File: src/rtl/branch_resolve_queue_if.sv
// branch_resolve_queue_if: IF allocation, MEM resolution and predictor-update/redirect signals
interface branch_resolve_queue_if #(
  parameter int DEPTH = 4,
  parameter int IDX_W = 6,
  parameter int PC_W  = 32
);
  localparam int CW = $clog2(DEPTH) + 1;
  logic             alloc_valid_i;
  logic             alloc_ready_o;
  logic [IDX_W-1:0] alloc_pht_idx_i;
  logic             alloc_pred_taken_i;
  logic             resolve_valid_i;
  logic             resolve_taken_i;
  logic [PC_W-1:0]  resolve_target_i;
  logic [PC_W-1:0]  resolve_pc_plus4_i;
  logic             flush_i;
  logic             branch_result_valid_o;
  logic             branch_taken_o;
  logic [IDX_W-1:0] mem_pht_idx_o;
  logic             mispredict_o;
  logic [PC_W-1:0]  redirect_pc_o;
  logic [CW-1:0]    count_o;
  logic             underflow_o;
  modport master (
    output alloc_valid_i, alloc_pht_idx_i, alloc_pred_taken_i, resolve_valid_i,
           resolve_taken_i, resolve_target_i, resolve_pc_plus4_i, flush_i,
    input  alloc_ready_o, branch_result_valid_o, branch_taken_o, mem_pht_idx_o,
           mispredict_o, redirect_pc_o, count_o, underflow_o
  );
  modport slave (
    input  alloc_valid_i, alloc_pht_idx_i, alloc_pred_taken_i, resolve_valid_i,
           resolve_taken_i, resolve_target_i, resolve_pc_plus4_i, flush_i,
    output alloc_ready_o, branch_result_valid_o, branch_taken_o, mem_pht_idx_o,
           mispredict_o, redirect_pc_o, count_o, underflow_o
  );
endinterface

File: src/rtl/branch_resolve_queue.sv
// branch_resolve_queue: in-order gshare prediction tracker with predictor update and mispredict redirect
module branch_resolve_queue #(
  parameter int DEPTH = 4,
  parameter int IDX_W = 6,
  parameter int PC_W  = 32
) (
  input logic clk_i,
  input logic rst_ni,
  branch_resolve_queue_if.slave bus
);
  localparam int PW = $clog2(DEPTH);
  localparam int CW = PW + 1;
  logic [IDX_W-1:0] idx_q [DEPTH];
  logic [DEPTH-1:0] pred_q;
  logic [PW-1:0]    rd_q, wr_q;
  logic [CW-1:0]    cnt_q;
  logic             alloc_fire, res_fire, mis, kill;
  assign bus.alloc_ready_o = cnt_q < CW'(DEPTH);
  assign bus.count_o       = cnt_q;
  assign alloc_fire        = bus.alloc_valid_i & bus.alloc_ready_o;
  assign res_fire          = bus.resolve_valid_i & (cnt_q != '0);
  assign mis               = res_fire & (bus.resolve_taken_i != pred_q[rd_q]);
  // a mispredict squashes younger entries exactly like an external flush
  assign kill              = bus.flush_i | mis;
  always_ff @(posedge clk_i) begin
    if (alloc_fire & ~kill) begin
      idx_q[wr_q]  <= bus.alloc_pht_idx_i;
      pred_q[wr_q] <= bus.alloc_pred_taken_i;
    end
  end
  always_ff @(posedge clk_i) begin
    if (!rst_ni) begin
      rd_q                      <= '0;
      wr_q                      <= '0;
      cnt_q                     <= '0;
      bus.branch_result_valid_o <= 1'b0;
      bus.branch_taken_o        <= 1'b0;
      bus.mem_pht_idx_o         <= '0;
      bus.mispredict_o          <= 1'b0;
      bus.redirect_pc_o         <= '0;
      bus.underflow_o           <= 1'b0;
    end else begin
      bus.branch_result_valid_o <= res_fire;
      bus.mispredict_o          <= mis;
      bus.underflow_o           <= bus.underflow_o | (bus.resolve_valid_i & (cnt_q == '0));
      if (res_fire) begin
        bus.branch_taken_o <= bus.resolve_taken_i;
        bus.mem_pht_idx_o  <= idx_q[rd_q];
      end
      if (mis) bus.redirect_pc_o <= bus.resolve_taken_i ? bus.resolve_target_i : bus.resolve_pc_plus4_i;
      if (kill) begin
        rd_q  <= wr_q;
        cnt_q <= '0;
      end else begin
        wr_q  <= wr_q + PW'(alloc_fire);
        rd_q  <= rd_q + PW'(res_fire);
        cnt_q <= cnt_q + CW'(alloc_fire) - CW'(res_fire);
      end
    end
  end
endmodule

File: src/flat_wrapper.sv
// flat-port wrapper written by rule: the top's interface ports become plain ports
module branch_resolve_queue_flat 
#(
  parameter int DEPTH = 4,
  parameter int IDX_W = 6,
  parameter int PC_W  = 32
)
  (clk_i, rst_ni, bus_alloc_valid_i, bus_alloc_pht_idx_i, bus_alloc_pred_taken_i, bus_resolve_valid_i, bus_resolve_taken_i, bus_resolve_target_i, bus_resolve_pc_plus4_i, bus_flush_i, bus_alloc_ready_o, bus_branch_result_valid_o, bus_branch_taken_o, bus_mem_pht_idx_o, bus_mispredict_o, bus_redirect_pc_o, bus_count_o, bus_underflow_o);
  branch_resolve_queue_if #(.DEPTH(DEPTH), .IDX_W(IDX_W), .PC_W(PC_W)) bus_i ();
  input logic clk_i;
  input logic rst_ni;
  input wire logic [$bits(bus_i.alloc_valid_i)-1:0] bus_alloc_valid_i;
  input wire logic [$bits(bus_i.alloc_pht_idx_i)-1:0] bus_alloc_pht_idx_i;
  input wire logic [$bits(bus_i.alloc_pred_taken_i)-1:0] bus_alloc_pred_taken_i;
  input wire logic [$bits(bus_i.resolve_valid_i)-1:0] bus_resolve_valid_i;
  input wire logic [$bits(bus_i.resolve_taken_i)-1:0] bus_resolve_taken_i;
  input wire logic [$bits(bus_i.resolve_target_i)-1:0] bus_resolve_target_i;
  input wire logic [$bits(bus_i.resolve_pc_plus4_i)-1:0] bus_resolve_pc_plus4_i;
  input wire logic [$bits(bus_i.flush_i)-1:0] bus_flush_i;
  output wire logic [$bits(bus_i.alloc_ready_o)-1:0] bus_alloc_ready_o;
  output wire logic [$bits(bus_i.branch_result_valid_o)-1:0] bus_branch_result_valid_o;
  output wire logic [$bits(bus_i.branch_taken_o)-1:0] bus_branch_taken_o;
  output wire logic [$bits(bus_i.mem_pht_idx_o)-1:0] bus_mem_pht_idx_o;
  output wire logic [$bits(bus_i.mispredict_o)-1:0] bus_mispredict_o;
  output wire logic [$bits(bus_i.redirect_pc_o)-1:0] bus_redirect_pc_o;
  output wire logic [$bits(bus_i.count_o)-1:0] bus_count_o;
  output wire logic [$bits(bus_i.underflow_o)-1:0] bus_underflow_o;
  assign bus_i.alloc_valid_i = bus_alloc_valid_i;
  assign bus_i.alloc_pht_idx_i = bus_alloc_pht_idx_i;
  assign bus_i.alloc_pred_taken_i = bus_alloc_pred_taken_i;
  assign bus_i.resolve_valid_i = bus_resolve_valid_i;
  assign bus_i.resolve_taken_i = bus_resolve_taken_i;
  assign bus_i.resolve_target_i = bus_resolve_target_i;
  assign bus_i.resolve_pc_plus4_i = bus_resolve_pc_plus4_i;
  assign bus_i.flush_i = bus_flush_i;
  assign bus_alloc_ready_o = bus_i.alloc_ready_o;
  assign bus_branch_result_valid_o = bus_i.branch_result_valid_o;
  assign bus_branch_taken_o = bus_i.branch_taken_o;
  assign bus_mem_pht_idx_o = bus_i.mem_pht_idx_o;
  assign bus_mispredict_o = bus_i.mispredict_o;
  assign bus_redirect_pc_o = bus_i.redirect_pc_o;
  assign bus_count_o = bus_i.count_o;
  assign bus_underflow_o = bus_i.underflow_o;
  branch_resolve_queue #(.DEPTH(DEPTH), .IDX_W(IDX_W), .PC_W(PC_W)) u_core (.clk_i(clk_i), .rst_ni(rst_ni), .bus(bus_i));
endmodule
File: config.mk
export PLATFORM = sky130hd
export DESIGN_NAME = branch_resolve_queue_flat
export DESIGN_NICKNAME = d
export VERILOG_FILES = /design/src/rtl/branch_resolve_queue_if.sv /design/src/rtl/branch_resolve_queue.sv /design/src/flat_wrapper.sv
export SDC_FILE = /design/constraint.sdc
export NUM_CORES = 1
export LEC_CHECK = 0
export BUFFER_PORTS_ARGS = -buffer_cell sky130_fd_sc_hd__buf_2
export CORE_UTILIZATION = 31
export DETAILED_ROUTE_END_ITERATION = 12
export GPL_TIMING_DRIVEN = 0
export SKIP_CTS_REPAIR_TIMING = 1
export SLEW_MARGIN = 20
export SYNTH_ARGS = -nofsm -noshare
export SYNTH_HDL_FRONTEND = slang
export SYNTH_SLANG_ARGS = --single-unit
File: constraint.sdc
create_clock -name clk_i -period 5.6 [get_ports clk_i]
set_input_delay 0 -clock clk_i [delete_from_list [all_inputs] [get_ports clk_i]]
set_output_delay 0 -clock clk_i [all_outputs]
set_load 0.01 [all_outputs]
==> results by stage, run 1 <==
STA:
- Setup violations remaining at the end of the flow were counted as 0.
- The final number of hold-violating endpoints came to 0.
- Setup repair after global routing left no endpoint under its margin.
- The number of pins exceeding their max-slew limit in the final report is 0.
- For the final routed database, the setup TNS stands at 0 ns.
- The post-route clock period utilization is 45.20%.
- The worst pin sits at a relative slew slack of between 40% and 50%.
- The upper clock frequency limit is 395.1 MHz.
- For the pin with the worst max-slew slack, the measured transition is 0.7510 ns.
- The smallest setup slack after layout is 3.069 ns.
- On the final layout, the worst clock skew is 0.01176 ns.
- The shortest clock period the worst path allows after layout is 2.531 ns.

Drt:
- Summing over every cut layer, the via total after detailed routing is 2,718.
- The starting DRC count in detailed routing is 87.
- For this run, the detailed router's first-pass iteration total came to 4.
- The per-cell via count in the routed design is approximately 4.8.
- The detail-routed net length per standard cell is 14.59 µm.
- Wires add up to 8.258 mm.
- Once detail routing completed, the nets flagged for antenna violations numbered 0.
- The post-route DRC violation count is 0.

Layout:
- Relative to the synthesized area, the layout overhead comes to 31.70%.
- 0 antenna diodes ended up in the layout.
- Cells fill roughly two fifths of the core in the end.
- In the final layout, the share of cells above drive strength 1 is 43.66%.
- The total number of nets in the final design is about 500.

Critical path:
- The path type of the worst setup path is register to register.
- The worst setup path is captured at a register.
- STA puts the critical path data arrival time at 2.60 ns.
- The critical path data required time is 5.67 ns.
- The maximum fanout encountered on the critical timing path is 10.
- The critical path goes through mux4_2, xor2_2, buf_6, a21o_1, nor4_2, buf_4.
- The critical path startpoint category is a register.
- Together, buffers and inverters on the worst path number 2.
- On the worst path, the slowest cell contributes a delay of 0.53 ns.
- On the critical path the largest part of the delay comes from multiplexers.
- The cell at the slowest stage of the critical path is mux4_2.

Clocking:
- At the later pin of the worst-skew pair, clock insertion delay measures around 0.36 ns.
- After clock tree synthesis, the clock-pin slew on the worst setup and hold paths is 0.08 ns.
- The root buffer cell chosen for the clock tree is clkbuf_8.
- The clock tree synthesis step divided the H-tree into 3 levels.
- The clock sink count is 77.
- The total CTS buffers is 9.
- The clock passes through at most 2 buffers.
- The clock tree from TritonCTS is built.

Pwr:
- The cell leakage power is roughly 1.9 nW.
- In this run the power density over the cells is around 300 nW/µm².
- Across the VDD grid, the largest voltage drop is 0.0001209 V.
- The design draws approximately 1.4 mW.

Placed design:
- Prior to clock tree synthesis, the placed netlist has a worst setup slack of between 3 and 4 ns.
- The count of input and output buffers is 120.
- The placer congestion estimate is 0.7573.
- The half-perimeter wire length after placement is 6.108 mm.

Global route:
- The maximum number of pins on one net before global-route repair is 14.
- The number of antenna violations at the first check in global routing is 0.
- The number of global-route vias before repair is about 2,600.
- The global-route wire length before repair is 12.85 mm.
- Global routing consumed, over all layers together, approximately 15% of the routing resources.
- The global-route congestion overflow total is 0.

Synthesis:
- The post-synthesis sequential element count is 77.
- In this run, synthesis inferred 28 flip-flops with an integrated enable.
- The predominant post-synthesis flop cell is dfxtp_1.
- Yosys instantiated no cell more often than dfxtp_1.
- The count of synthesis-stage warnings from yosys is 0.
- Averaged over all synthesized cells, the footprint is 12.31 µm².
- Summing the sequential cell areas from Yosys gives a little over half of the chip area.
- In the synthesized netlist, the number of instances is 280.
- The synthesized netlist occupies a cell area of 3446 µm².
- Synthesis instantiated 39 different standard cells from the library.
- Ranked by total cell area, the synthesized netlist is headed by dfxtp_1, edfxtp_1, a211oi_2, mux2i_1, a21oi_1.
- The number of nets handed over by synthesis was 360.
- The fraction of post-synthesis cell area in the top cell type by area is 28.47%.
- The cell type with the largest total area after synthesis is dfxtp_1.
- In the synthesized netlist, the cells that appear most often are dfxtp_1, a21oi_1, mux2i_1, a211oi_2, edfxtp_1.
- For this run, asynchronously set or reset flops after synthesis account for 0%.

Die:
- The region available for standard cell placement spans 10,840 µm².
- After floorplanning, the core was divided into 38 placement rows.
- The floorplan step defined a die boundary enclosing roughly 12,000 µm².
- Measured along the x axis, the die boundary spans approximately 110 µm.
- Measured along the y axis, the die boundary spans 107.4 µm.
- The starting density of the core is 31.79%.
- Pin placement for this block handled between 100 and 150 I/O pins.

Worst hold path:
- The classification of the worst-slack hold path is input port to register.

Run status:
- The flow ran to the end, and the final reports show no timing, DRC or antenna violations.

Flow run:
- Across the run, the number of max-cap violations was 0.
==> power breakdown <==
group          switching [mW]  leakage [nW]  internal, mW  total [mW]
clock                   0.201         0.106         0.229       0.430
combinational           0.168          1.11         0.131       0.298
sequential             0.0248         0.652         0.623       0.648
==> area by class of cell <==
| type | instances | area, µm² |
|---|---|---|
| Tap cell | 140 | 175.2 |
| Clock inverter | 2 | 12.51 |
| Timing Repair Buffer | 130 | 695.7 |
| Clock buffer | 14 | 196.4 |
| Inverter | 6 | 22.52 |
| Buffer | 25 | 137.6 |
| Sequential cell | 77 | 1822 |
| Multi-Input combinational cell | 172 | 1476 |
| Fill cell | 1066 | 6302 |
==> metrics by stage <==
stage / std cells / cell area (µm²) / hold slack, ns
after floorplan: 280 / 3446 / 0.09887
after global placement: 540 / 4222 / 0.2134
after detailed placement: 542 / 4249 / 0.2198
after CTS: 558 / 4458 / -0.1520
after global routing: 566 / 4538 / 0.01387
final: 566 / 4538 / 0.004994
==> worst register-to-register path, cell delays in order (launching register included) <==
cell	delay, ns
dfxtp_1	0.36
mux4_2	0.53
xor2_2	0.19
buf_6	0.17
a21o_1	0.25
nor4_2	0.49
buf_4	0.25
==> sequential cells by signal, indices dropped and copies added (netlist names) <==
name,flops
u_core.bus.branch_result_valid_o,1
u_core.bus.branch_taken_o,1
u_core.bus.count_o,3
u_core.bus.mem_pht_idx_o,6
u_core.bus.mispredict_o,1
u_core.bus.redirect_pc_o,32
u_core.bus.underflow_o,1
u_core.idx_q,24
u_core.pred_q,4
u_core.rd_q,2
u_core.wr_q,2
==> routing by layer <==
metal  wire length [µm]  share of wire, %  track usage [%]  up-vias
met5                  0                 0                0        -
met4                202               2.4            7.436        0
met3                493               6.0            3.632       17
met2               3970                48            23.87       84
met1               3592                43            18.43     1279
li1                   -                 -                -     1338
==> placed cells by master (no fill, tap or decap), types with 2 or more instances in the layout <==
cell type      instances
ha_1                   2
nor3_1                 4
mux4_2                 7
mux2i_1               34
nor4_2                 2
clkbuf_16              2
a211oi_2              30
buf_4                  3
buf_2                122
clkbuf_1              16
edfxtp_1              28
clkbuf_8              10
nand2_1               16
nand3_1                3
a211oi_1               4
o31ai_1                2
buf_6                  5
inv_1                  5
xnor2_1                2
dfxtp_1               49
nor2_1                 4
and4_1                 3
buf_1                  2
and3_1                 2
a21oi_1               42
dlygate4sd3_1          8
==> cell families after synthesis <==
kind of cell	after synthesis	synth area share, %
muxes	41	14.45
and+or+nand+nor	39	5.629
AOI/OAI and AO/OA	85	19.86
adders and majority gates	3	1.307
DFF	77	52.87
buffers and inverters	31	4.648
xor gates and xnor gates	4	1.235
==> path summary, 6_finish.rpt <==
| path | slack (ns) | start | to | cells past startpoint |
|---|---|---|---|---|
| worst max register to register | 3.07 | u_core.rd_q[0] | u_core.idx_q[2][0] | 6 |
| worst max-delay path | 3.07 | u_core.rd_q[0] | u_core.idx_q[2][0] | 6 |
| worst min-delay path | 0.005 | bus_resolve_pc_plus4_i[23] | u_core.bus.redirect_pc_o[23] | 3 |
| worst min register to register | 0.46 | u_core.bus.mem_pht_idx_o[3] | u_core.bus.mem_pht_idx_o[3] | 2 |
Power figures use the tool's default switching activity.
==> run 2: changes to the inputs <==
==> constraint.sdc (replaced) <==
create_clock -name clk_i -period 2.6 [get_ports clk_i]
set_input_delay 0 -clock clk_i [delete_from_list [all_inputs] [get_ports clk_i]]
set_output_delay 0 -clock clk_i [all_outputs]
set_load 0.01 [all_outputs]
==> run 2 against run 1 <==
Effect of this change:
- sequential share of layout area fell by 0.15 points
- core utilization increased by 0.16 points
- global-route usage stayed put
- first-iteration DRC count up 3.4%
- critical path depth stayed put
- clock skew barely moved
- fmax up 5.9%
- final cell count did not move
- worst setup slack lost 2.9 ns
- power rose by 120%
- sequential cell count did not move
- non-clock buffer count did not move
- critical endpoint unchanged
==> results by stage, run 2 (synthesis gave the netlist of run 1 again) <==
Run status:
- The run finished with clean final reports.

Critical path:
- The number of cells on the worst reg-to-reg path was 6 (unchanged).
- The arrival time reported for the critical path endpoint is 2.46 ns (-0.14 ns).
- STA classifies the critical path endpoint as a register.
- The critical path is of the register to register type.
- The startpoint identified for the worst register-to-register timing path is u_core.rd_q[0].
- The critical path goes through mux4_2, xor2_2, buf_6, a21o_1, nor4_4, buf_4.
- The critical path data required time came to 2.67 ns (-3.00 ns).
- The critical path startpoint category is a register.
- The worst stage delay on the critical path is 0.53 ns (about the same).
- The reg-to-reg setup timing slack came to 0.21 ns (-2.86 ns).
- The worst register-to-register path ends at u_core.idx_q[2][0].
- For this design, the slowest cell found on the critical path is mux4_2.
- The maximum fanout encountered on the critical timing path is 10 (unchanged).
- The worst setup path startpoint is u_core.rd_q[0].

Worst hold path:
- The min-delay analysis places its worst path in the category input port to register.
- The worst hold path cell count came to 3 (unchanged).
- In this run the most critical hold path is launched from bus_resolve_pc_plus4_i[23].
- The worst hold path terminates at u_core.bus.redirect_pc_o[23].

Layout:
- The total number of nets in the final design was 501 (unchanged).
- Compared with the post-synthesis result, the final layout area differs by 32.21%.
- In the final layout, the registers with the most flip-flops are u_core.bus.redirect_pc_o: 32 flops, u_core.idx_q: 24 flops, u_core.bus.mem_pht_idx_o: 6 flops.
- The flip-flop count of the largest register after layout is 32 (unchanged).
- The number of fill cells in the layout is 1,068 (+0.19%).
- Ranked by flip-flop count, first place goes to u_core.bus.redirect_pc_o.
- The diode insertion count for antenna repair was 0 (unchanged).
- The fraction of final layout cells with drive strength greater than 1 came to 43.66% (unchanged).
- Leaving out fill and tap cells, the most frequent cell in the layout is buf_2.
- The post-layout instance area is 4556 µm² (+0.39%).
- Leaving out fill and tap cells, the most frequent cells in the layout are buf_2, dfxtp_1, a21oi_1, mux2i_1, a211oi_2.
- The final core area utilization is 42.02% (+0.16 points).

STA:
- Setup repair after global routing left no endpoint under its margin.
- The smallest setup slack after layout is 0.2102 ns (-2.859 ns).
- The shortest clock period the worst path allows after layout came to 2.390 ns (-0.1412 ns).
- The remaining max-slew budget at the tightest pin came to 50.52% (+0.59 points).
- The number of pins exceeding their max-slew limit in the final report was 0 (unchanged).
- The slew of the pin with the lowest slew margin is 0.7422 ns (-0.008846 ns).
- The worst hold-check slack was 0.005894 ns (+0.0008999 ns).
- The post-route clock period utilization was 91.92% (+47 points).
- The maximum clock skew at final layout is 0.01134 ns (-0.0004144 ns).
- The upper clock frequency limit is 418.4 MHz (+5.9%).
- The final count of negative-setup-slack endpoints is 0 (unchanged).
- The final number of hold-violating endpoints is 0 (unchanged).

Die:
- The die area is 11,540 µm² (unchanged).
- The count of pins on the block boundary is 123 (unchanged).
- The area inside the core boundary is 10,840 µm² (unchanged).
- The die extent in x is 107.4 µm (unchanged).
- The die extent in y was 107.4 µm (unchanged).
- The starting density of the core is 31.79% (unchanged).
- The row count is 38 (unchanged).

Drt:
- The post-route DRC violation count is 0 (unchanged).
- The per-cell via count in the routed design is 4.797 (-0.11%).
- The number of vias in the routed layout is 2,715 (-0.11%).
- The total wirelength of the detailed-routed design came to 8.371 mm (+1.4%).
- The detail-routed net length per standard cell came to 14.79 µm (+1.4%).
- The antenna violation net count after detailed routing came to 0 (unchanged).
- The first-pass detailed-route iteration total is 4 (unchanged).
- The starting DRC count in detailed routing is 90 (+3.4%).

Clocking:
- The number of levels the H-tree was split into is 3 (unchanged).
- The total CTS buffers is 9 (unchanged).
- The clock sink count is 77 (unchanged).
- The clock-pin slew reported for the worst setup and hold paths after clock tree synthesis is 0.08 ns (about the same).
- The buffer depth of the longest clock path is 2 (unchanged).
- The clock latency on the worst-skew pair was 0.36 ns (about the same).
- The clock root buffer is clkbuf_8.
- TritonCTS built the clock tree.

Global route:
- The maximum number of pins on one net before global-route repair is 14 (unchanged).
- The global-route wire length before repair is 12.85 mm (unchanged).
- The number of antenna violations at the first check in global routing is 0 (unchanged).
- The global-route congestion overflow total came to 0 (unchanged).
- The number of global-route vias before repair is 2,599 (unchanged).
- The all-layer global routing usage is 14.81% (unchanged).

Pwr:
- The areal power density over the cells is 653.0 nW/µm² (+120%).
- The highest ir drop seen on vdd is 0.0002615 V (+120%).
- The cell leakage power was 1.871 nW (+0.13%).

Placed design:
- The placement-stage cell area is 4249 µm² (unchanged).
- The half-perimeter wire length after placement came to 6.108 mm (unchanged).
- The worst setup slack before clock tree synthesis was 0.04410 ns (-3.000 ns).
- The count of input and output buffers is 120 (unchanged).
- The placer congestion estimate was 0.7573 (unchanged).

Flow run:
- The max-cap check violation count came to 0 (unchanged).
run 2: cell count changes in the layout (fill, tap and decap cells not counted):
cell,before,now
nor4_4,0,2
nor4_2,2,0
run 2: power breakdown:
part | switching (mW) | leakage (nW) | total [mW] | internal, mW
clock network | 0.433 | 0.106 | 0.926 | 0.492
logic | 0.366 | 1.11 | 0.650 | 0.283
registers | 0.0574 | 0.652 | 1.40 | 1.34
run 2: layer usage:
layer | vias up | share of wire (%) | GRT usage, %
li1 | 1338 | - | -
met1 | 1286 | 44 | 18.43
met2 | 74 | 49 | 23.87
met3 | 17 | 4.9 | 3.632
met4 | 0 | 2.4 | 7.436
met5 | - | 0 | 0
run 2: worst max-delay path by stage:
| stage | slack [ns] | to |
|---|---|---|
| finish | 0.21 | u_core.idx_q[2][0] |
| floorplan | 0.09 | u_core.idx_q[0][0] |
| detailed placement | 0.04 | u_core.idx_q[2][0] |
| global placement | -0.60 | u_core.idx_q[0][0] |
| global route | 0.05 | u_core.bus.count_o[1] |
| CTS | 0.03 | u_core.idx_q[2][0] |
run 2: layout make-up:
cell class	instances	area (µm²)	share of cell area, %
sequential	77	1822	39.99
clock buffer	14	196.4	4.312
tap	140	175.2	3.845
inverter	6	22.52	0.4944
clock inverter	2	12.51	0.2746
multi-input combinational	172	1494	32.79
timing repair buffer	130	695.7	15.27
buffer	25	137.6	3.021
run 2: per-stage QoR:
stage | setup TNS (ns) | cells | total power, mW
6_report | 0 | 566 | 2.975
5_1_grt | 0 | 566 | 3.131
4_1_cts | 0 | 558 | 2.996
3_5_place_dp | 0 | 542 | 2.068
3_3_place_gp | -8.330 | 540 | 2.047
2_1_floorplan | 0 | 280 | 1.829
run 2: worst max-delay path: cells and delay by family (launching register included):
| family | cells | cell delay [ns] |
|---|---|---|
| AO/OA/AOI/OAI | 1 | 0.28 |
| XOR/XNOR | 1 | 0.19 |
| buffers and inverters | 2 | 0.38 |
| flip-flops | 1 | 0.37 |
| multiplexers | 1 | 0.53 |
| AND/OR/NAND/NOR | 1 | 0.34 |
